<file path="src/rtl/spi_segment_display_ctrl.sv">
// SPI mode-0 write slave feeding a multiplexed 7-segment scan engine.
// Holds the digit and control registers and drives the registered display outputs.
module spi_segment_display_ctrl #(
    parameter int NUM_DIGITS = 4,
    parameter int SCAN_DIV   = 10_000,
    parameter int BLINK_DIV  = 10_000_000
) (
    input  logic                  clk,
    input  logic                  rst_n,
    input  logic                  spi_sck,
    input  logic                  spi_cs_n,
    input  logic                  spi_mosi,
    output logic                  spi_miso,
    output logic [7:0]            seg,
    output logic [NUM_DIGITS-1:0] digit_en,
    output logic                  frame_done
);

    localparam int IDX_W   = (NUM_DIGITS > 1) ? $clog2(NUM_DIGITS) : 1;
    localparam int SCAN_W  = $clog2(SCAN_DIV);
    localparam int BLINK_W = $clog2(BLINK_DIV);
    localparam logic [SCAN_W-1:0]  SCAN_LAST  = SCAN_W'(SCAN_DIV - 1);
    localparam logic [BLINK_W-1:0] BLINK_LAST = BLINK_W'(BLINK_DIV - 1);
    localparam logic [IDX_W-1:0]   IDX_LAST   = IDX_W'(NUM_DIGITS - 1);

    function automatic logic [6:0] hex7(input logic [3:0] n);
        logic [6:0] s;
        case (n)
            4'h0: s = 7'h3F;
            4'h1: s = 7'h06;
            4'h2: s = 7'h5B;
            4'h3: s = 7'h4F;
            4'h4: s = 7'h66;
            4'h5: s = 7'h6D;
            4'h6: s = 7'h7D;
            4'h7: s = 7'h07;
            4'h8: s = 7'h7F;
            4'h9: s = 7'h6F;
            4'hA: s = 7'h77;
            4'hB: s = 7'h7C;
            4'hC: s = 7'h39;
            4'hD: s = 7'h5E;
            4'hE: s = 7'h79;
            default: s = 7'h71;
        endcase
        return s;
    endfunction

    // Stage p0: pin synchronisers, bit 2 is the delayed copy for edge detection
    logic [2:0] sck_p0;
    logic [2:0] cs_p0;
    logic [1:0] mosi_p0;

    always_ff @(posedge clk or negedge rst_n) begin
        if (!rst_n) begin
            sck_p0  <= 3'b000;
            cs_p0   <= 3'b111;
            mosi_p0 <= 2'b00;
        end else begin
            sck_p0  <= {sck_p0[1:0], spi_sck};
            cs_p0   <= {cs_p0[1:0], spi_cs_n};
            mosi_p0 <= {mosi_p0[0], spi_mosi};
        end
    end

    logic sck_rise, sck_fall, cs_low, cs_fall;
    assign sck_rise = sck_p0[1] & ~sck_p0[2];
    assign sck_fall = ~sck_p0[1] & sck_p0[2];
    assign cs_low   = ~cs_p0[1];
    assign cs_fall  = cs_low & cs_p0[2];

    // Stage p1: shift registers; vld_p1 marks the cycle after the 16th bit
    logic [4:0]  bit_cnt_p1;
    logic [15:0] rx_p1;
    logic [15:0] tx_p1;
    logic        vld_p1;
    logic [15:0] last_word;

    always_ff @(posedge clk or negedge rst_n) begin
        if (!rst_n) begin
            bit_cnt_p1 <= 5'd0;
            rx_p1      <= 16'h0000;
            tx_p1      <= 16'h0000;
            vld_p1     <= 1'b0;
            spi_miso   <= 1'b0;
        end else begin
            vld_p1   <= 1'b0;
            spi_miso <= cs_low & tx_p1[15];
            if (cs_fall) begin
                bit_cnt_p1 <= 5'd0;
                tx_p1      <= last_word;
            end else if (cs_low) begin
                if (sck_rise && bit_cnt_p1 != 5'd16) begin
                    rx_p1      <= {rx_p1[14:0], mosi_p0[1]};
                    bit_cnt_p1 <= bit_cnt_p1 + 5'd1;
                    vld_p1     <= (bit_cnt_p1 == 5'd15);
                end
                if (sck_fall) begin
                    tx_p1 <= {tx_p1[14:0], 1'b0};
                end
            end
        end
    end

    // Stage p2: commit the frame into the register bank
    logic [3:0] wr_addr;
    logic [7:0] wr_data;
    logic       wr_en;
    logic [7:0] digit_q [NUM_DIGITS];
    logic [2:0] ctrl_q;

    assign wr_addr = rx_p1[11:8];
    assign wr_data = rx_p1[7:0];
    assign wr_en   = vld_p1 & rx_p1[15];

    always_ff @(posedge clk or negedge rst_n) begin
        if (!rst_n) begin
            frame_done <= 1'b0;
            last_word  <= 16'h0000;
            ctrl_q     <= 3'b001;
            for (int i = 0; i < NUM_DIGITS; i++) begin
                digit_q[i] <= 8'h00;
            end
        end else begin
            frame_done <= vld_p1;
            if (vld_p1) begin
                last_word <= rx_p1;
            end
            if (wr_en) begin
                if (int'(wr_addr) < NUM_DIGITS) begin
                    digit_q[wr_addr[IDX_W-1:0]] <= wr_data;
                end else if (wr_addr == 4'hF) begin
                    ctrl_q <= wr_data[2:0];
                end
            end
        end
    end

    // Free-running scan and blink timebases
    logic [SCAN_W-1:0]  scan_cnt;
    logic [IDX_W-1:0]   idx;
    logic [BLINK_W-1:0] blink_cnt;
    logic               blink_phase;

    always_ff @(posedge clk or negedge rst_n) begin
        if (!rst_n) begin
            scan_cnt    <= '0;
            idx         <= '0;
            blink_cnt   <= '0;
            blink_phase <= 1'b0;
        end else begin
            if (scan_cnt == SCAN_LAST) begin
                scan_cnt <= '0;
                idx      <= (idx == IDX_LAST) ? '0 : idx + 1'b1;
            end else begin
                scan_cnt <= scan_cnt + 1'b1;
            end
            if (blink_cnt == BLINK_LAST) begin
                blink_cnt   <= '0;
                blink_phase <= ~blink_phase;
            end else begin
                blink_cnt <= blink_cnt + 1'b1;
            end
        end
    end

    // Stage p3: output select and registers
    logic [7:0]            cur_digit;
    logic [7:0]            seg_nxt;
    logic [NUM_DIGITS-1:0] en_nxt;
    logic                  disp_off;

    always_comb begin
        cur_digit = digit_q[idx];
        disp_off  = ctrl_q[2] | (ctrl_q[1] & blink_phase);
        seg_nxt   = ctrl_q[0] ? {cur_digit[7], hex7(cur_digit[3:0])} : cur_digit;
        en_nxt    = NUM_DIGITS'(1) << idx;
    end

    always_ff @(posedge clk or negedge rst_n) begin
        if (!rst_n) begin
            seg      <= 8'h00;
            digit_en <= '0;
        end else begin
            seg      <= disp_off ? 8'h00 : seg_nxt;
            digit_en <= disp_off ? '0 : en_nxt;
        end
    end

endmodule

</file>
<file path="config.mk">
export PLATFORM = sky130hd
export DESIGN_NAME = spi_segment_display_ctrl
export DESIGN_NICKNAME = d
export VERILOG_FILES = /design/src/rtl/spi_segment_display_ctrl.sv
export SDC_FILE = /design/constraint.sdc
export NUM_CORES = 1
export LEC_CHECK = 0
export ABC_CLOCK_PERIOD_IN_PS = 3600
export CORE_ASPECT_RATIO = 0.8
export CORE_UTILIZATION = 25
export CTS_BUF_LIST = sky130_fd_sc_hd__clkbuf_8
export CTS_CLUSTER_DIAMETER = 40
export DETAILED_ROUTE_END_ITERATION = 8
export DONT_BUFFER_PORTS = 1
export GPL_TIMING_DRIVEN = 0
export SLEW_MARGIN = 20
export SYNTH_ARGS = -nofsm -noshare
export SYNTH_HDL_FRONTEND = slang
export SYNTH_SLANG_ARGS = --single-unit
</file>
<file path="constraint.sdc">
create_clock -name clk -period 3.6 [get_ports clk]
set_input_delay 0.72 -clock clk [delete_from_list [all_inputs] [get_ports clk]]
set_output_delay 0.72 -clock clk [all_outputs]
set_load 0.005 [all_outputs]
</file>
==> metrics <==
status finished with violations; failing checks hold timing; RSZ-0062 raised after global routing no; final setup TNS 0 ps; Crit-path slowest cell mux4_2; drt total wl 12250 um; clk_lat worst skew 440 ps; Max Fclk 404.3 MHz; Final #Nets just under 600; syn_nets 577; Switch Pwr 680.1 uW; M1 wire length 6633 um; met2 WL 5011 um; setup violators final 0; number of I/O pins 19; Overflow after GRT 0; post-synthesis async set-or-reset flop share 1.000; Net Sw Frac 0.2315; Worst Hold Class in -> async; Num Clock Sinks 152; CTS root buf clkbuf_8; initial antenna violation count 1; Critical Path End Type flip-flop; commonest cells in the netlist dfrtp_1, nand2_1, mux2_2; dpl hpwl 8098 um; Power, Total between 2 and 3 mW; die area 27540 um^2; Port Buffer Count 0; Post-CTS Setup Repair Bufs 0; Core Box Area roughly 26000 um^2; critical path class reg -> reg; routed wl met3 437 um; synthesis-to-finish area growth 11.67%; vias in the first global route 4037; Die H ~150 um; crit path DAT between 2000 and 3000 ps; Reg area 3809 um^2; CP peak stage delay 640 ps; Post-Syn Area 6720 um^2; Synth area leader dfrtp_1; DR pass1 iterations 4; worst slew pin tran between 800 and 900 ps; DR WL/cell 12.95 um; FILL cells 2722; largest family of logic cells by synthesized area multiplexers; GPL Wtd Cong 0.7605; DRC 0; Clock Power Share 0.386; Tot GR Track Use 0.09828; via density per instance around 4.3; most common cell in the netlist dfrtp_1; Reg power frac 0.599; Multi-input gate area about 2800 um^2; worst path cell trace buf_6, mux4_2, inv_1, ha_1, mux2i_1, nor3_1, nor3_1, a32o_1; Synth Flop Type dfrtp_1; VDD IR-drop max 0.2397 mV; std cell rows 53; Synth Area in Simple Gates 0.1426; cell repeated most along the worst path nor3_1; WHS -26.69 ps; first-pass GRT wire length 21220 um; Max Cap Viol 0; number of flops mapped to enable cells by yosys 0; critical path fanouts, max 10; clock skew between 9 and 10 ps; share of layout cells above drive strength 1 0.2007; Post-CTS Resized 0; Compound-Gate Fraction of Synth Area 0.04301; clock buffer depth 2; warnings from Yosys 0; clock-pin slew on the worst setup and hold paths 80 ps; Synth Register Bits about 150; top routing layer in use met4; starting density of the core 0.2553; sequential share of the synthesized area 0.5667; H-tree depth 4; mux contribution to synthesized area 0.1540; Slew Limit Fails 0; CP Launch Type flip-flop; Data required, critical path 3930 ps; Slew HR 0.4386; combinational power share 0.015; initial drt markers 266; Final Hold Vio Count 32; syn avg cell area between 10 and 15 um^2; CTS tree yes; synth top area cells dfrtp_1, mux2_2, nand2_1, mux2i_1, ha_1; post-route minimum period 2473 ps; Post-Synth XOR/XNOR Area 0.04562; top-area cell type share of the netlist area 0.5511; Power Internal 2.258 mW; post-route ant nets 0; largest net degree at the start of global routing 153; cells after synthesis 557; Die W roughly 190 um; adder-cell share of the synthesized area 0.02793; cell area power density 391.5 nW/um^2; total CTS buffers 17; vias 4028; P_leak 3.398 nW; period utilisation layout 0.6870; Distinct cells, synth 51
[per-stage QoR]
step / cell area, um^2 / worst slack, ps / hold WS, ps / utilization / std cells
final: 7505 / 1127 / -26.69 / 0.2851 / 946
after global routing: 7505 / 928.1 / -69.85 / 0.2851 / 946
after CTS: 7502 / 1116 / -64.27 / 0.2850 / 945
after detailed placement: 7167 / 1137 / 336.2 / 0.2722 / 914
after global placement: 7167 / 1148 / 336.8 / 0.2722 / 914
after floorplan: 6720 / 1452 / 331.2 / - / 557
[state kept, by name, indices dropped and copies added (netlist names)]
signal / flops
digit_q: 32
seg: 8
tx_p1: 16
digit_en: 4
spi_miso: 1
ctrl_q: 3
mosi_p0: 2
idx: 2
rx_p1: 16
bit_cnt_p1: 5
vld_p1: 1
frame_done: 1
last_word: 16
blink_cnt: 24
scan_cnt: 14
sck_p0: 3
blink_phase: 1
cs_p0: 3
[per-layer routing]
| layer | track usage | vias to the layer above |
|---|---|---|
| met4 | 0.04091 | 0 |
| met2 | 0.1307 | 54 |
| met1 | 0.1474 | 1988 |
| li1 | - | 1971 |
| met3 | 0.02595 | 15 |
| met5 | 0 | - |
[cell families (layout without fill, tap and decap cells)]
kind of cell             Yosys count  in the layout
AND/OR/NAND/NOR                  195            195
flip-flops                       152            152
multiplexers                      86             86
AO/OA/AOI/OAI                     46             46
XOR/XNOR                          35             35
buffers and inverters             28             59
adder cells (fa/ha/maj)           15             15
other                              0              1
[worst max-delay path: cells and delay by family, from the launching register on]
family	cells	cell delay (ps)
buffers and inverters	2	360
multiplexers	2	750
adder cells (fa/ha/maj)	1	310
flip-flops	1	450
AND/OR/NAND/NOR	2	220
AO/OA/AOI/OAI	1	260
[cell usage in the layout, fill, tap and decap left out, types with 2 or more instances in the layout]
master        n
o21ai_0      28
ha_1         15
clkinvlp_4    2
nand3_1      19
nor4_2        2
a21oi_1       4
buf_6         2
clkinv_2      5
mux2_2       59
nand3b_1      3
and4_1        3
clkbuf_8     20
nor2_1       37
buf_2         3
nand2_1      76
nor2b_1       4
a22o_1        2
nand2b_1      3
mux2i_1      19
xnor2_1      17
nor4b_1       3
mux4_2        7
buf_4         2
dfrtp_1     148
clkbuf_1      9
dfstp_2       4
nor3_1       12
and3_1        5
and2_1        8
inv_1        13
a21o_1        3
nand4_1      11
xor2_1       18
[path summary, 6_finish.rpt]
kind	start	slack, ps	endpoint	cells after the start
max	idx[0]$_DFFE_PN0N_	1130	seg[0]$_DFF_PN0_	8
min reg2reg	sck_p0[0]$_DFF_PN0_	350	sck_p0[1]$_DFF_PN0_	0
max reg2reg	idx[0]$_DFFE_PN0N_	1130	seg[0]$_DFF_PN0_	8
max in group asynchronous	rst_n	3260	cs_p0[2]$_DFF_PN1_	0
min	rst_n	-30	tx_p1[5]$_DFFE_PN0P_	0
min in group clk	spi_cs_n	270	cs_p0[0]$_DFF_PN1_	0
[cell type report]
cell class,count,share of cell area
sequential,152,0.5075
multi-input combinational,377,0.3700
tap,357,0.05952
clock buffer,20,0.03668
buffer,17,0.01250
clock inverter,11,0.008003
inverter,11,0.005502
antenna,1,0.0003334
[power groups by stage]
| stage | Sequential [mW] | Clock, mW | Combinational (mW) |
|---|---|---|---|
| after floorplan | 1.78 | 0 | 0.0352 |
| after global placement | 1.80 | 0 | 0.0443 |
| after detailed placement | 1.80 | 0 | 0.0441 |
| after CTS | 1.76 | 1.19 | 0.0444 |
| after global routing | 1.77 | 1.26 | 0.0513 |
| final | 1.76 | 1.13 | 0.0441 |
(Power assumes the default switching activity.)
